**src/rtl/magcomp_pkg.sv**
```systemverilog
// Shared types and helpers for the magnitude-comparator sweep driver/checker.
package magcomp_pkg;

    typedef enum logic [1:0] {
        IDLE  = 2'd0,
        HOLD  = 2'd1,
        CHECK = 2'd2,
        FIN   = 2'd3
    } state_e;

    // Number of operand pairs in an exhaustive sweep of two w-bit operands.
    function automatic int unsigned vec_count(input int unsigned w);
        return 32'd1 << (2 * w);
    endfunction

    // Expected {lt, gt, eq} for unsigned operands (up to 8 bits, zero-extended by caller).
    function automatic logic [2:0] exp_flags(input logic [7:0] a, input logic [7:0] b);
        return {a < b, a > b, a == b};
    endfunction

endpackage

```
**src/rtl/magcomp_sweep_driver_if.sv**
```systemverilog
// Operand/flag bus between the sweep driver (master) and a magnitude comparator (slave).
interface magcomp_sweep_driver_if #(
    parameter int WIDTH = 2
);
    logic [WIDTH-1:0] a_o;
    logic [WIDTH-1:0] b_o;
    logic             lt_i;
    logic             gt_i;
    logic             eq_i;

    modport master (output a_o, output b_o, input lt_i, input gt_i, input eq_i);
    modport slave  (input a_o, input b_o, output lt_i, output gt_i, output eq_i);
endinterface

```
**src/rtl/magcomp_ref.sv**
```systemverilog
// Combinational expected-flag generator for an unsigned magnitude comparator.
module magcomp_ref
    import magcomp_pkg::*;
#(
    parameter int WIDTH = 2
) (
    input  logic [WIDTH-1:0] a_i,
    input  logic [WIDTH-1:0] b_i,
    output logic [2:0]       flags_o
);

    assign flags_o = exp_flags(8'(a_i), 8'(b_i));

endmodule

```
**src/rtl/magcomp_sweep_driver.sv**
```systemverilog
// Exhaustive sweep driver/checker for a magnitude comparator.
// Optional MAGCOMP_SWEEP_STOP_ON_FAIL_EN: end the sweep at the first failing vector.
module magcomp_sweep_driver
    import magcomp_pkg::*;
#(
    parameter int WIDTH      = 2,
    parameter int SETTLE_CYC = 1
) (
    input  logic                   clk,
    input  logic                   rst_n,
    input  logic                   start,
    magcomp_sweep_driver_if.master cmp,
    output logic                   busy,
    output logic                   done,
    output logic [2*WIDTH:0]       pass_cnt,
    output logic [2*WIDTH:0]       fail_cnt,
    output logic                   first_fail_vld,
    output logic [2*WIDTH+2:0]     first_fail_vec
);

    localparam int          CW        = 2 * WIDTH + 1;
    localparam int          VW        = 2 * WIDTH;
    localparam int unsigned NVEC      = vec_count(WIDTH);
    localparam logic [3:0]  HOLD_LAST = 4'(SETTLE_CYC - 1);

    state_e             state_q, state_d;
    logic [3:0]         hold_cnt_q, hold_cnt_d;
    logic [WIDTH-1:0]   a_q, a_d, b_q, b_d;
    logic               busy_q, busy_d, done_q, done_d;
    logic [CW-1:0]      pass_cnt_q, pass_cnt_d, fail_cnt_q, fail_cnt_d;
    logic               ffv_q, ffv_d;
    logic [CW+1:0]      ffvec_q, ffvec_d;

    logic [2:0]         exp_w;
    logic [2:0]         obs_w;
    logic               vec_ok;
    logic               last_vec;
    logic               stop_now;

    magcomp_ref #(.WIDTH(WIDTH)) u_ref (
        .a_i     (a_q),
        .b_i     (b_q),
        .flags_o (exp_w)
    );

    assign obs_w    = {cmp.lt_i, cmp.gt_i, cmp.eq_i};
    assign vec_ok   = (obs_w == exp_w);
    assign last_vec = ({a_q, b_q} == VW'(NVEC - 1));
`ifdef MAGCOMP_SWEEP_STOP_ON_FAIL_EN
    assign stop_now = last_vec || !vec_ok;
`else
    assign stop_now = last_vec;
`endif

    always_comb begin
        state_d    = state_q;
        hold_cnt_d = hold_cnt_q;
        a_d        = a_q;
        b_d        = b_q;
        busy_d     = busy_q;
        done_d     = done_q;
        pass_cnt_d = pass_cnt_q;
        fail_cnt_d = fail_cnt_q;
        ffv_d      = ffv_q;
        ffvec_d    = ffvec_q;
        case (state_q)
            IDLE: begin
                if (start) begin
                    state_d    = HOLD;
                    hold_cnt_d = 4'd0;
                    a_d        = '0;
                    b_d        = '0;
                    busy_d     = 1'b1;
                    done_d     = 1'b0;
                    pass_cnt_d = '0;
                    fail_cnt_d = '0;
                    ffv_d      = 1'b0;
                    ffvec_d    = '0;
                end
            end
            HOLD: begin
                if (hold_cnt_q == HOLD_LAST) state_d = CHECK;
                else                         hold_cnt_d = hold_cnt_q + 4'd1;
            end
            CHECK: begin
                if (vec_ok) begin
                    pass_cnt_d = pass_cnt_q + CW'(1);
                end else begin
                    fail_cnt_d = fail_cnt_q + CW'(1);
                    if (!ffv_q) begin
                        ffv_d   = 1'b1;
                        ffvec_d = {a_q, b_q, obs_w};
                    end
                end
                // Operands are left on the final (or failing) pair when the sweep ends.
                if (stop_now) begin
                    state_d = FIN;
                    busy_d  = 1'b0;
                    done_d  = 1'b1;
                end else begin
                    state_d    = HOLD;
                    hold_cnt_d = 4'd0;
                    {a_d, b_d} = {a_q, b_q} + VW'(1);
                end
            end
            FIN: begin
                state_d = IDLE;
            end
            default: state_d = IDLE;
        endcase
    end

    always_ff @(posedge clk) begin
        if (!rst_n) begin
            state_q    <= IDLE;
            hold_cnt_q <= 4'd0;
            a_q        <= '0;
            b_q        <= '0;
            busy_q     <= 1'b0;
            done_q     <= 1'b0;
            pass_cnt_q <= '0;
            fail_cnt_q <= '0;
            ffv_q      <= 1'b0;
            ffvec_q    <= '0;
        end else begin
            state_q    <= state_d;
            hold_cnt_q <= hold_cnt_d;
            a_q        <= a_d;
            b_q        <= b_d;
            busy_q     <= busy_d;
            done_q     <= done_d;
            pass_cnt_q <= pass_cnt_d;
            fail_cnt_q <= fail_cnt_d;
            ffv_q      <= ffv_d;
            ffvec_q    <= ffvec_d;
        end
    end

    assign cmp.a_o        = a_q;
    assign cmp.b_o        = b_q;
    assign busy           = busy_q;
    assign done           = done_q;
    assign pass_cnt       = pass_cnt_q;
    assign fail_cnt       = fail_cnt_q;
    assign first_fail_vld = ffv_q;
    assign first_fail_vec = ffvec_q;

endmodule

```
**src/flat_wrapper.sv**
```systemverilog
// flat-port wrapper written by rule: the top's interface ports become plain ports
module magcomp_sweep_driver_flat import magcomp_pkg::*;
#(
    parameter int WIDTH      = 2,
    parameter int SETTLE_CYC = 1
)
  (clk, rst_n, start, busy, done, pass_cnt, fail_cnt, first_fail_vld, first_fail_vec, cmp_a_o, cmp_b_o, cmp_lt_i, cmp_gt_i, cmp_eq_i);
  magcomp_sweep_driver_if #(.WIDTH(WIDTH)) cmp_i ();
  input  logic clk;
  input  logic rst_n;
  input  logic start;
  output logic busy;
  output logic done;
  output logic [2*WIDTH:0] pass_cnt;
  output logic [2*WIDTH:0] fail_cnt;
  output logic first_fail_vld;
  output logic [2*WIDTH+2:0] first_fail_vec;
  output wire logic [$bits(cmp_i.a_o)-1:0] cmp_a_o;
  output wire logic [$bits(cmp_i.b_o)-1:0] cmp_b_o;
  input wire logic [$bits(cmp_i.lt_i)-1:0] cmp_lt_i;
  input wire logic [$bits(cmp_i.gt_i)-1:0] cmp_gt_i;
  input wire logic [$bits(cmp_i.eq_i)-1:0] cmp_eq_i;
  assign cmp_a_o = cmp_i.a_o;
  assign cmp_b_o = cmp_i.b_o;
  assign cmp_i.lt_i = cmp_lt_i;
  assign cmp_i.gt_i = cmp_gt_i;
  assign cmp_i.eq_i = cmp_eq_i;
  magcomp_sweep_driver #(.WIDTH(WIDTH), .SETTLE_CYC(SETTLE_CYC)) u_core (.clk(clk), .rst_n(rst_n), .start(start), .cmp(cmp_i), .busy(busy), .done(done), .pass_cnt(pass_cnt), .fail_cnt(fail_cnt), .first_fail_vld(first_fail_vld), .first_fail_vec(first_fail_vec));
endmodule
```
**config.mk**
```make
export PLATFORM = sky130hd
export DESIGN_NAME = magcomp_sweep_driver_flat
export DESIGN_NICKNAME = d
export VERILOG_FILES = /design/src/rtl/magcomp_pkg.sv /design/src/rtl/magcomp_sweep_driver_if.sv /design/src/rtl/magcomp_ref.sv /design/src/rtl/magcomp_sweep_driver.sv /design/src/flat_wrapper.sv
export SDC_FILE = /design/constraint.sdc
export NUM_CORES = 1
export LEC_CHECK = 0
export ABC_AREA = 1
export BUFFER_PORTS_ARGS = -buffer_cell sky130_fd_sc_hd__buf_2
export CORE_MARGIN = 2
export CORE_UTILIZATION = 59
export CTS_CLUSTER_DIAMETER = 50
export DETAILED_ROUTE_END_ITERATION = 7
export PLACE_DENSITY = 0.84
export SLEW_MARGIN = 20
export SYNTH_ARGS = -nofsm -noshare
export SYNTH_HDL_FRONTEND = slang
export SYNTH_SLANG_ARGS = --single-unit
```
**constraint.sdc**
```tcl
create_clock -name clk -period 3.4 [get_ports clk]
set_clock_uncertainty 0.15 [all_clocks]
set_input_delay 0.17 -clock clk [delete_from_list [all_inputs] [get_ports clk]]
set_output_delay 0.17 -clock clk [all_outputs]
set_load 0.02 [all_outputs]
```
==> Yosys cells after proc, flatten, opt, wreduce, memory -nomap -nowiden <==
Index checks and enable logic that the tools add are counted.
{ "op_classes": {"n_lt_le_gt_ge": 2, "addsub": 4, "n_reduce_logical": 11, "n_eq_ne": 14, "mux": 30} }
{ "ops": {"columns": ["operator", "n"], "rows": [
  ["$mux 7", 3],
  ["$pmux 5 s2", 2],
  ["$mux 5", 3],
  ["$pmux 7 s2", 1],
  ["$mux 2", 6],
  ["$mux 4", 3],
  ["$pmux 4 s3", 1],
  ["$reduce_and 3->1", 4],
  ["$add 5x1->5 const B", 2],
  ["$ne 2x2->1 const B", 5],
  ["$add 4x1->4 const B", 2],
  ["$pmux 2 s2", 2],
  ["$pmux 2 s4", 1],
  ["$reduce_and 4->1", 2],
  ["$ne 2x1->1 const B", 3],
  ["$pmux 1 s2", 3],
  ["$mux 1", 5],
  ["$eq 2x2->1 const B", 2],
  ["$eq 4x4->1 const B", 1],
  ["$logic_not 4->1", 1],
  ["$eq 3x3->1", 1],
  ["$reduce_bool 3->1", 1],
  ["$eq 2x1->1 const B", 1],
  ["$eq 2x2->1", 1],
  ["other kinds (5)", 5]
]} }
{ "totals": {"word_cells": 71, "output_inout_bits": 24, "regBits": 30} }

==> Depth between registers and ports, before layout <==
Gate-level depths: netlist (run 1).
{ "logic_depth": {"ltp_word": 4, "ltp_mapped": 14, "ltp_nobuf": 14} }

==> Hierarchy <==
Synthesis (run 1) repeated with hierarchy kept, for this count alone.
{ "unflattened": {"cells_unflattened": 242, "hier_area_um2": 1662.8} }
{ "by_module_without_submodules": {"columns": ["mod", "instances", "seq_area_each_um2", "cells_each", "area_each_um2"], "rows": [
  ["magcomp_sweep_driver", 1, 600.6, 231, 1597.8],
  ["magcomp_ref", 1, 0.0, 11, 65.1]
]} }

==> Worst setup path after synthesis (run 1) <==
No wires, ideal clock.
{ "synth_timing": {"kind": "register to register", "startpoint": "register u_core.a_q[0] (netlist: u_core.cmp.a_o[0])", "endpoint": "register u_core.ffvec_q[2] (netlist: u_core.first_fail_vec[2])", "setup_ns": 0.115, "arrival_time_ns": 1.703, "stages_incl_launch_ff": 12, "path_buffers": 1, "path_slack_ns": 1.432, "path_cell_list": "dfxtp_1 > inv_1 > ha_1 > nand2_1 > nand2_1 > nand2_1 > nand2_1 > nor2_2 > nand3_2 > buf_4 > a21oi_1 > nor2_1"} }
{ "synth_via": {"elab_chain_len": 4, "elab_cells_between_ends": 6} }
{ "synth_rtl": {"columns": ["item", "line", "source"], "rows": [
  ["start, declared", "magcomp_sweep_driver.sv:28", "logic [WIDTH-1:0] a_q, a_d, b_q, b_d;"],
  ["start signal, assigned", "magcomp_sweep_driver.sv:117", "a_q <= '0;"],
  ["start signal, assigned", "magcomp_sweep_driver.sv:128", "a_q <= a_d;"],
  ["$gt 2x2->1, or another cell as far along", "magcomp_pkg.sv:18", "return {a < b, a > b, a == b};"],
  ["$eq 3x3->1 (*)", "magcomp_sweep_driver.sv:47", "assign vec_ok = (obs_w == exp_w);"],
  ["$ne 2x2->1 (no source line) (*)", null, null],
  ["$reduce_and 4->1 (no source line) (*)", null, null],
  ["end signal, assigned", "magcomp_sweep_driver.sv:135", "ffvec_q <= ffvec_d;"],
  ["end, declared", "magcomp_sweep_driver.sv:32", "logic [CW+1:0] ffvec_q, ffvec_d;"]
]} }
Mark *: on every way between the ends. The rest lies on a longest branch, timed or not.
A chain may end at the register's enable or synchronous reset.

==> Worst setup path after layout (run 1) <==
{ "layout_timing": {"startpoint": "register u_core.a_q[0] (netlist: u_core.cmp.a_o[0])", "endpoint": "register u_core.fail_cnt_q[2] (netlist: u_core.fail_cnt[2])"} }
{ "layout_via": {"elab_chain_len": 4, "elab_cells_between_ends": 6} }
{ "layout_rtl": {"columns": ["item", "line", "source"], "rows": [
  ["$gt 2x2->1, or another cell as far along", "magcomp_pkg.sv:18", null],
  ["$eq 3x3->1 (*)", "magcomp_sweep_driver.sv:47", null],
  ["$ne 2x2->1 (no source line) (*)", null, null],
  ["$reduce_and 3->1 (no source line) (*)", null, null],
  ["end signal, assigned", "magcomp_sweep_driver.sv:133", "fail_cnt_q <= fail_cnt_d;"],
  ["end, declared", "magcomp_sweep_driver.sv:30", "logic [CW-1:0] pass_cnt_q, pass_cnt_d, fail_cnt_q, fail_cnt_d;"]
]} }
Marks and branches as above.

==> flow_metrics.env, run 1 <==
export IMPL_status="completed"
export IMPL_cts_sinks=30
export IMPL_maxSlewViolCount=0
export IMPL_nFillCells=258
export IMPL_yosys_area_share_xor_xnor_pct=0.5405
export IMPL_worstSetupStartpointType="flop"
export IMPL_vdd_drop_max_uv=394.8
export IMPL_grt_pass1_wl_um=5651
export IMPL_hp_class="primary input to flop"
export IMPL_ctsHoldBuffers=0
export IMPL_synth_top_cell_by_area="dfxtp_1"
export IMPL_rsz0062_at_grt="no"
export IMPL_fin_setup_tns_ps=0
export IMPL_cpMaxStageDelayCell="dfxtp_1"
export IMPL_tightest_slew_ps=440.3
export IMPL_cellPowerDensity_nw_per_um2=431.1
export IMPL_drt_iter0_markers=68
export IMPL_pin_count=30
export IMPL_netlist_area_um2=1620
export IMPL_multi_input_area_um2=882.1
export IMPL_hp_start="rst_n"
export IMPL_max_stage_delay_ps=320
export IMPL_antenna_found_initial=0
export IMPL_total_power_w=0.0007897
export IMPL_antenna_diode_count=0
export IMPL_ys_ff_latch=30
export IMPL_clockRootBuffer="clkbuf_4"
export IMPL_synth_top_family_by_area="simple AND/OR/NAND/NOR gates"
export IMPL_clk_pin_slew_ps=100
export IMPL_final_area_um2=1832
export IMPL_worst_r2r_cell_count=12
export IMPL_leakagePower_nw=0.8728
export IMPL_arrival_ps=2250
export IMPL_drt_first_pass_iters=4
export IMPL_slew_headroom_pct=70.61
export IMPL_worst_hold_slack_ps=36.38
export IMPL_min_delay_path_depth=3
export IMPL_yosysTopAreaCellShare_pct=37.07
export IMPL_crit_top_cell="nand2_1"
export IMPL_cts_buffer_depth=2
export IMPL_maxCapViolations=0
export IMPL_hold_viol_final=0
export IMPL_synthTopCellsByArea="dfxtp_1, nand2_1, nand3_1"
export IMPL_gp_congestion=0.9082
export IMPL_grt_total_usage_pct=22.97
export IMPL_worstSetupPathType="flop to flop"
export IMPL_gr_total_overflow=0
export IMPL_ys_warn_count=0
export IMPL_antenna_left=0
export IMPL_period_share_pct=63.68
export IMPL_cts_resized=0
export IMPL_syn_to_final_growth_pct=13.05
export IMPL_die_w_um=56.41
export IMPL_cp_max_fo=13
export IMPL_regToRegStartpoint="u_core.cmp.a_o[0]$_SDFFE_PN0P_"
export IMPL_die_area_um2=3182
export IMPL_dpl_instance_area_um2=1772
export IMPL_nNetsFinal=266
export IMPL_drcViolationCount=0
export IMPL_cts_max_level=2
export IMPL_vias=1486
export IMPL_placement_io_buffers=29
export IMPL_first_global_vias=1293
export IMPL_seq_area_frac_synth_pct=37.07
export IMPL_synthAdderAreaFrac_pct=5.405
export IMPL_cts_tree="built"
export IMPL_die_h_um=56.41
export IMPL_regToRegSetupSlack_ps=1230
export IMPL_cp_end_kind="flop"
export IMPL_fmax_mhz=461.9
export IMPL_setup_slack_ps=1235
export IMPL_setup_violations_final=0
export IMPL_fp_row_count=19
export IMPL_routed_wl_um=3261
export IMPL_syn_inst=222
export IMPL_cts_buffers=5
export IMPL_routedWlPerCell_um=11.44
export IMPL_muxShareOfSynthArea_pct=0
export IMPL_layout_drive_gt1_share_pct=22.05
export IMPL_post_cts_buffers=0
export IMPL_grt_max_degree=16
export IMPL_pre_cts_ws_ps=1252
export IMPL_insertion_delay_ps=330
export IMPL_core_area_um2=2686
export IMPL_cp_cell_sequence="inv_1 > ha_1 > nand2_1 > nand2_1 > nand2_1 > nand2_1 > nor2_2 > nand3_2 > nand2_1 > inv_1 > nor2_1 > nor2_1"
export IMPL_synth_compound_area_share_pct=14.44
export IMPL_period_minus_slack_ps=2165
export IMPL_r2r_end="u_core.fail_cnt[2]$_SDFFE_PN0P_"
export IMPL_synth_fp_nets=235
export IMPL_place_hpwl_um=2437
export IMPL_initial_utilization_pct=60.32
export IMPL_synth_cell_types=31
export IMPL_cp_required_ps=3490
export IMPL_syn_avg_cell_area_um2=7.299
export IMPL_layout_commonest_cell="nand2_1"
export IMPL_avgViaCountPerCell=5.214
export IMPL_whs_endpoint="u_core.pass_cnt[1]$_SDFFE_PN0P_"
export IMPL_layout_common_cells="nand2_1, dfxtp_1, buf_2, nor2_1"
export IMPL_yosys_area_share_simple_pct=34.05
export IMPL_register_area_um2=600.6
[critical path: cells and delay by family (launching register included)]
| family | cells | cell delay, ps |
|---|---|---|
| AND/OR/NAND/NOR | 9 | 1020 |
| buffers and inverters | 2 | 290 |
| flip-flops | 1 | 320 |
| adder cells (fa/ha/maj) | 1 | 290 |
[metrics by stage]
stage,instances,util (%)
after global placement,277,65.95
after detailed placement,277,65.95
final,285,68.19
after floorplan,222,-
after global routing,285,68.19
after CTS,285,68.19
[state kept, by name, indices dropped and copies added (netlist names), 2 cells and up]
| name | cells |
|---|---|
| u_core.first_fail_vec | 7 |
| u_core.fail_cnt | 5 |
| u_core.pass_cnt | 5 |
| u_core.hold_cnt_q | 4 |
| u_core.cmp.a_o | 2 |
| u_core.cmp.b_o | 2 |
| u_core.state_q | 2 |
[cell usage after synthesis]
cell type  instances
nand2_1           38
dfxtp_1           30
nor2_1            27
inv_1             26
nand3_1           26
a21oi_1           25
o21ai_0            8
ha_1               7
nor3_1             4
nand2_2            3
nand2_4            3
a211oi_1           2
buf_2              2
inv_2              2
nor3b_2            2
or2_2              2
a211oi_2           1
a21oi_4            1
a31o_2             1
buf_4              1
buf_6              1
clkbuf_1           1
nand3_2            1
nand3_4            1
nand4_1            1
nor2_2             1
nor2_8             1
nor3b_1            1
o21a_1             1
o21ai_2            1
xnor2_1            1
[power by group]
part	leakage, nW	internal, W	total [W]	switching [W]
Clock	0.0353	0.000100	0.000223	0.000123
Combinational	0.593	0.0000581	0.000174	0.000116
Sequential	0.245	0.000372	0.000393	0.0000210
[how the worst max path moves through the flow]
stage / from / endpoint / cells past startpoint / slack, ps
after CTS: u_core.cmp.a_o[0]$_SDFFE_PN0P_ / u_core.fail_cnt[2]$_SDFFE_PN0P_ / 12 / 1250
after global placement: u_core.cmp.a_o[0]$_SDFFE_PN0P_ / u_core.fail_cnt[2]$_SDFFE_PN0P_ / 12 / 1350
after detailed placement: u_core.cmp.a_o[0]$_SDFFE_PN0P_ / u_core.fail_cnt[2]$_SDFFE_PN0P_ / 12 / 1250
after global routing: u_core.cmp.a_o[0]$_SDFFE_PN0P_ / u_core.fail_cnt[2]$_SDFFE_PN0P_ / 12 / 1060
after floorplan: u_core.cmp.a_o[0]$_SDFFE_PN0P_ / u_core.first_fail_vec[2]$_SDFFE_PN0P_ / 11 / 1430
final: u_core.cmp.a_o[0]$_SDFFE_PN0P_ / u_core.fail_cnt[2]$_SDFFE_PN0P_ / 12 / 1230
[layer usage]
| layer | share of wire, % | vias to the layer above | track usage [%] |
|---|---|---|---|
| met5 | 0 | - | 0 |
| met4 | 1.1 | 0 | 8.163 |
| met3 | 4.4 | 4 | 7.604 |
| met2 | 49 | 33 | 36.97 |
| met1 | 46 | 660 | 28.76 |
| li1 | - | 789 | - |
[kinds of logic after synthesis]
family          Yosys count
buf+inv                  33
simple gates            111
flops                    30
xor+xnor                  1
fa+ha+maj                 7
compound gates           40
[layout make-up]
| type | instances | share of cell area [%] |
|---|---|---|
| sequential | 30 | 32.79 |
| multi-input combinational | 159 | 48.16 |
| tap | 31 | 2.117 |
| clock buffer | 7 | 3.005 |
| inverter | 28 | 5.738 |
| timing repair buffer | 29 | 7.923 |
| clock inverter | 1 | 0.2732 |
No activity file was read; power rests on OpenSTA's default activity.
==> run 2, diff against run 1 <==
ABC_AREA = 0   (was 1)
CORE_UTILIZATION = 54   (was 59)
PLACE_DENSITY = 0.78   (was 0.84)
clock period = 2.18 ns   (was 3.4 ns; I/O delays follow)
==> run 2 against run 1 <==
Effect of this change:
- the run now ends with negative setup slack left
- sequential share of layout area fell by 4.1 points
- first-iteration DRC count rose by 15%
- final cell count fell by 6.3%
- via count rose by 9.8%
- routed wire length rose by 44%
- combinational power fell by 7%
- critical path depth fell by 2
- critical path type unchanged
- largest cell class unchanged
- largest power group unchanged
==> flow_metrics.env, run 2 <==
export IMPL_postLayoutCoreUtil_pct=78.67
export IMPL_die_w_um=57.02
export IMPL_nFillCells=175
export IMPL_routed_wl_um=4711
export IMPL_cts_tree="built"
export IMPL_period_minus_slack_ps=2365
export IMPL_grtUsageMet2_pct=49.43
export IMPL_drt_first_pass_iters=5
export IMPL_total_power_w=0.001083
export IMPL_initial_utilization_pct=56.00
export IMPL_pin_count=30
export IMPL_worst_hold_slack_ps=43.08
export IMPL_die_h_um=57.02
export IMPL_clockRootBuffer="clkbuf_4"
export IMPL_cts_max_level=2
export IMPL_grt_busiest_layer="met2"
export IMPL_use_met1_pct=31.99
export IMPL_first_global_vias=1596
export IMPL_worstSetupStartpointType="flop"
export IMPL_place_hpwl_um=2725
export IMPL_worstSetupPathType="flop to flop"
export IMPL_tightest_slew_ps=487.2
export IMPL_ys_warn_count=0
export IMPL_yosys_top_cells_count="dfxtp_1, nand2_1, a21oi_1, nand3_1, nor2_1"
export IMPL_hp_class="primary input to flop"
export IMPL_synthTopCellsByArea="dfxtp_1, ha_1, nand2_1"
export IMPL_synth_cell_types=44
export IMPL_violations="negative setup slack"
export IMPL_layout_common_cells="buf_2, dfxtp_1, nand2_1"
export IMPL_drt_iter0_markers=78
export IMPL_cp_required_ps=2290
export IMPL_cellPowerDensity_nw_per_um2=507.8
export IMPL_fmax_mhz=422.9
export IMPL_cts_sinks=30
export IMPL_avgViaCountPerCell=6.112
export IMPL_vdd_drop_max_uv=485.4
export IMPL_die_area_um2=3251
export IMPL_synth_top_cell_by_area="dfxtp_1"
export IMPL_routedWlPerCell_um=17.64
export IMPL_arrival_ps=2470
export IMPL_place_inst=249
export IMPL_seq_area_frac_synth_pct=39.57
export IMPL_cts_buffer_depth=2
export IMPL_status="finished, violations left"
export IMPL_gp_congestion=0.7968
export IMPL_synthArstFlopShare_pct=0
export IMPL_largest_reg_flops=7
export IMPL_drcViolationCount=0
export IMPL_antenna_left=0
export IMPL_grt_total_usage_pct=27.85
export IMPL_netlist_area_um2=1518
export IMPL_grt_max_degree=20
export IMPL_syn_to_final_growth_pct=40.48
export IMPL_maxSlewViolCount=0
export IMPL_gr_total_overflow=0
export IMPL_synth_fp_nets=198
export IMPL_hold_viol_final=0
export IMPL_fp_row_count=19
export IMPL_slew_headroom_pct=67.45
export IMPL_antenna_found_initial=0
export IMPL_layout_commonest_cell="buf_2"
export IMPL_cp_end_kind="flop"
export IMPL_cts_buffers=5
export IMPL_final_cells=267
export IMPL_period_share_pct=108.5
export IMPL_yosysTopAreaCellShare_pct=39.57
export IMPL_antenna_diode_count=0
export IMPL_synthFlopType="dfxtp_1"
export IMPL_placement_io_buffers=29
export IMPL_met3_usage_pct=4.989
export IMPL_syn_avg_cell_area_um2=8.204
export IMPL_clk_pin_slew_ps=100
export IMPL_maxCapViolations=0
export IMPL_setup_slack_ps=-184.6
export IMPL_vias=1632
export IMPL_leakagePower_nw=0.8671
export IMPL_pre_cts_ws_ps=-108.5
export IMPL_synth_edff_count=0
export IMPL_grt_pass1_wl_um=7086
export IMPL_syn_inst=185
export IMPL_core_area_um2=2710
export IMPL_setup_violations_final=17
export IMPL_insertion_delay_ps=340
export IMPL_yosysMostFrequentCell="dfxtp_1"
export IMPL_cp_max_fo=10
export IMPL_nNetsFinal=248
export IMPL_rsz0062_at_grt="yes"
export IMPL_layout_drive_gt1_share_pct=36.86
export IMPL_ys_ff_latch=30
run 2: changes by cell type in the layout (fill, tap and decap cells not counted), sizes merged, moves of 4 or more:
cell and change:
a21oi -14, inv -17, o21ai -6, buf +21, nor2 -17, a31oi +4, o22ai +7, nand2 -24
o211ai +6, nand3 -16
run 2: worst max-delay path: stages, from the launching register on:
cell      delay, ps
dfxtp_4         370
inv_4            40
ha_4            220
buf_4           130
nand3b_1        140
a21boi_4         90
buf_6           120
o32a_1          330
buf_6           160
or3_1           370
a21oi_2         150
run 2: final cells by class:
class,instances,area [um2],area share (%)
Multi-Input combinational cell,133,1007,47.24
Sequential cell,30,611.8,28.70
Timing Repair Buffer,53,366.6,17.19
Clock buffer,7,55.05,2.582
Inverter,12,47.55,2.230
Tap cell,31,38.79,1.819
Clock inverter,1,5.005,0.2347
run 2: layer usage:
layer	wire length, um	up-vias
met3	281	19
li1	-	777
met4	173	0
met5	0	-
met1	1840	747
met2	2416	89
run 2: cell families after synthesis:
| group | share of synthesized area, % |
|---|---|
| mux | 0.6595 |
| xor+xnor | 1.154 |
| buf+inv | 5.688 |
| flops | 39.57 |
| fa+ha+maj | 5.771 |
| simple gates | 26.05 |
| compound gates | 21.10 |
run 2: where the power goes:
group,switching [W],total [W],internal (W)
registers,0.00000962,0.000562,0.000552
logic,0.0000947,0.000161,0.0000668
clock network,0.000204,0.000360,0.000156
total,0.000308,0.00108,0.000775
run 2: stage by stage:
step,cell area [um2],setup TNS (ps)
2_1_floorplan,1564,-233.7
3_3_place_gp,1803,-189.2
3_5_place_dp,1803,-1131
4_1_cts,2017,-1054
5_1_grt,2132,-2818
6_report,2132,-1892
run 2: final timing paths:
path / startpoint / end / slack [ps] / cells after the start
worst min-delay path: rst_n / u_core.fail_cnt[4]$_SDFFE_PN0P_ / 40 / 3
worst max register to register: u_core.cmp.a_o[0]$_SDFFE_PN0P_ / u_core.fail_cnt[0]$_SDFFE_PN0P_ / -180 / 10
worst min register to register: u_core.done$_SDFFE_PN0P_ / u_core.done$_SDFFE_PN0P_ / 330 / 2
worst max-delay path: u_core.cmp.a_o[0]$_SDFFE_PN0P_ / u_core.fail_cnt[0]$_SDFFE_PN0P_ / -180 / 10
run 2: repair_timing:
| item | in CTS | in global routing |
|---|---|---|
| setup endpoints to repair | 16 | 18 |
| setup buffers | 7 | 1 |
| pin swaps | 13 | 12 |
| hold buffers | 3 | 0 |
| endpoints found under the hold margin | 3 | 0 |
| gates resized for setup | 12 | 21 |
==> run 3, diff against run 2 <==
SETUP_SLACK_MARGIN = 0.3   (was default)
==> run 3 against run 2 <==
Effect of this change:
- the flow still finishes with violations (negative setup slack)
- worst setup slack improved by 11 ps
- power is 2.6% lower
- critical path type unchanged
- count of clock-buffer cells in the layout is the same
- combinational power about the same
- non-clock buffer count up 2
- via count up 1.7%
- final cell count up 0.37%
- highest routed layer unchanged
- first-iteration DRC count rose by 49%
- sequential cell count unchanged
- sequential share of layout area fell by 0.58 points
==> flow_metrics.env, run 3 (same netlist as run 2, synthesis figures left out) <==
export IMPL_dpl_instance_area_um2=1849
export IMPL_insertion_delay_ps=320
export IMPL_cpMaxStageDelayCell="or4b_4"
export IMPL_maxCapViolations=0
export IMPL_grt_pass1_wl_um=7189
export IMPL_fp_row_count=19
export IMPL_nNetsFinal=250
export IMPL_regToRegStartpoint="u_core.cmp.a_o[0]$_SDFFE_PN0P_"
export IMPL_rsz0062_at_grt="yes"
export IMPL_die_area_um2=3251
export IMPL_met3_usage_pct=7.710
export IMPL_routedWlPerCell_um=16.84
export IMPL_cts_tree="built"
export IMPL_layout_commonest_cell="buf_2"
export IMPL_clk_pin_slew_ps=90
export IMPL_p_sw_w=0.0002809
export IMPL_first_global_vias=1627
export IMPL_hold_viol_final=0
export IMPL_die_h_um=57.02
export IMPL_period_minus_slack_ps=2353
export IMPL_vdd_drop_max_uv=722.3
export IMPL_fmax_mhz=424.9
export IMPL_leakagePower_nw=0.8760
export IMPL_setup_slack_ps=-173.3
export IMPL_maxSlewViolCount=0
export IMPL_period_share_pct=107.9
export IMPL_cts_buffers=5
export IMPL_worstSetupStartpointType="flop"
export IMPL_cts_sinks=30
export IMPL_cp_required_ps=2260
export IMPL_tightest_slew_ps=595.0
export IMPL_fin_setup_tns_ps=-1973
export IMPL_setup_violations_final=17
export IMPL_place_hpwl_um=2769
export IMPL_slew_headroom_pct=60.25
export IMPL_drcViolationCount=0
export IMPL_antenna_left=0
export IMPL_routed_wl_um=4513
export IMPL_worstSetupStartpoint="u_core.cmp.a_o[0]$_SDFFE_PN0P_"
export IMPL_swShare_pct=26.63
export IMPL_worst_hold_slack_ps=73.14
export IMPL_pin_count=30
export IMPL_p_clk_share_pct=31.3
export IMPL_crit_family="simple AND/OR/NAND/NOR gates"
export IMPL_placement_io_buffers=29
export IMPL_grtUsageMet2_pct=49.10
export IMPL_largest_reg_flops=7
export IMPL_use_met1_pct=32.29
export IMPL_avgViaCountPerCell=6.190
export IMPL_p_int_w=0.0007736
export IMPL_die_w_um=57.02
export IMPL_violations="negative setup slack"
export IMPL_status="finished, violations left"
export IMPL_core_area_um2=2710
export IMPL_max_stage_delay_ps=550
export IMPL_seqPwrFrac_pct=53.2
export IMPL_grt_max_degree=20
export IMPL_grt_total_usage_pct=28.05
export IMPL_cp_cell_sequence="inv_4 > ha_4 > or4b_4 > a21boi_4 > o32ai_4 > or4_1 > a31oi_1"
export IMPL_worstSetupPathType="flop to flop"
export IMPL_cts_buffer_depth=2
export IMPL_drt_first_pass_iters=4
export IMPL_antenna_diode_count=0
export IMPL_cts_max_level=2
export IMPL_cellPowerDensity_nw_per_um2=481.6
export IMPL_drt_iter0_markers=116
export IMPL_syn_to_final_growth_pct=44.27
export IMPL_antenna_found_initial=0
export IMPL_clockRootBuffer="clkbuf_4"
export IMPL_initial_utilization_pct=56.00
export IMPL_path_buf_inv=1
export IMPL_layout_common_cells="buf_2, dfxtp_1, nand2_1, buf_4"
export IMPL_arrival_ps=2430
export IMPL_hp_class="primary input to flop"
export IMPL_final_area_um2=2190
export IMPL_combPwrFrac_pct=15.5
export IMPL_vias=1659
export IMPL_cp_max_fo=5
export IMPL_gp_congestion=0.7922
export IMPL_cp_end_kind="flop"
export IMPL_gr_total_overflow=0
export IMPL_grt_busiest_layer="met2"
export IMPL_layout_drive_gt1_share_pct=40.51
export IMPL_pre_cts_ws_ps=-164.0
export IMPL_hp_start="rst_n"
## run 3: changes by cell type in the layout (fill, tap and decap cells not counted), sizes merged
cell    delta
buf        +2
clkinv     -1
## run 3: area by class of cell
type	count	area, um2
clock buffers	7	55.05
fillers	166	520.5
inverters	12	47.55
multi-input cells	133	1037
flip-flops and latches	30	615.6
well taps	31	38.79
repair buffers	55	395.4
## run 3: metrics by stage
stage	total power, W	util, %	cells
global placement	0.0006851	68.24	247
CTS	0.001045	79.36	268
finish	0.001055	80.79	268
global route	0.001090	80.79	268
detailed placement	0.0006906	68.24	247
floorplan	0.0006553	-	185
## run 3: power by group through the flow
stage	clock network, W	logic [W]	registers, W
floorplan	0	0.0000787	0.000577
CTS	0.000333	0.000153	0.000560
finish	0.000330	0.000164	0.000561
global placement	0	0.000113	0.000572
detailed placement	0	0.000118	0.000572
global route	0.000355	0.000174	0.000561
## run 3: tightest hold or removal path, stage by stage
cell and delay, ps:
buf_2 220, o2111ai_2 110, nand2_1 60
## run 3: worst paths after layout
path / slack [ps] / cells past startpoint / to
max: -170 / 7 / u_core.pass_cnt[4]$_SDFFE_PN0P_
min: 70 / 3 / u_core.fail_cnt[4]$_SDFFE_PN0P_
max reg2reg: -170 / 7 / u_core.pass_cnt[4]$_SDFFE_PN0P_
min reg2reg: 320 / 2 / u_core.first_fail_vec[2]$_SDFFE_PN0P_
## run 3: per-layer routing
| layer | wire [um] | part of all wire [%] |
|---|---|---|
| met1 | 1788 | 40 |
| met2 | 2380 | 53 |
| met3 | 259 | 5.7 |
| met4 | 85 | 1.9 |
| met5 | 0 | 0 |
## run 3: what timing repair did
item / 4_1_cts / 5_1_grt
pin swaps: 17 / 11
hold buffers: 3 / 0
hold endpoints to repair: 3 / 0
setup endpoints to repair: 22 / 22
buffers inserted: 10 / 0
gates cloned: 1 / 0
resized for setup: 23 / 10
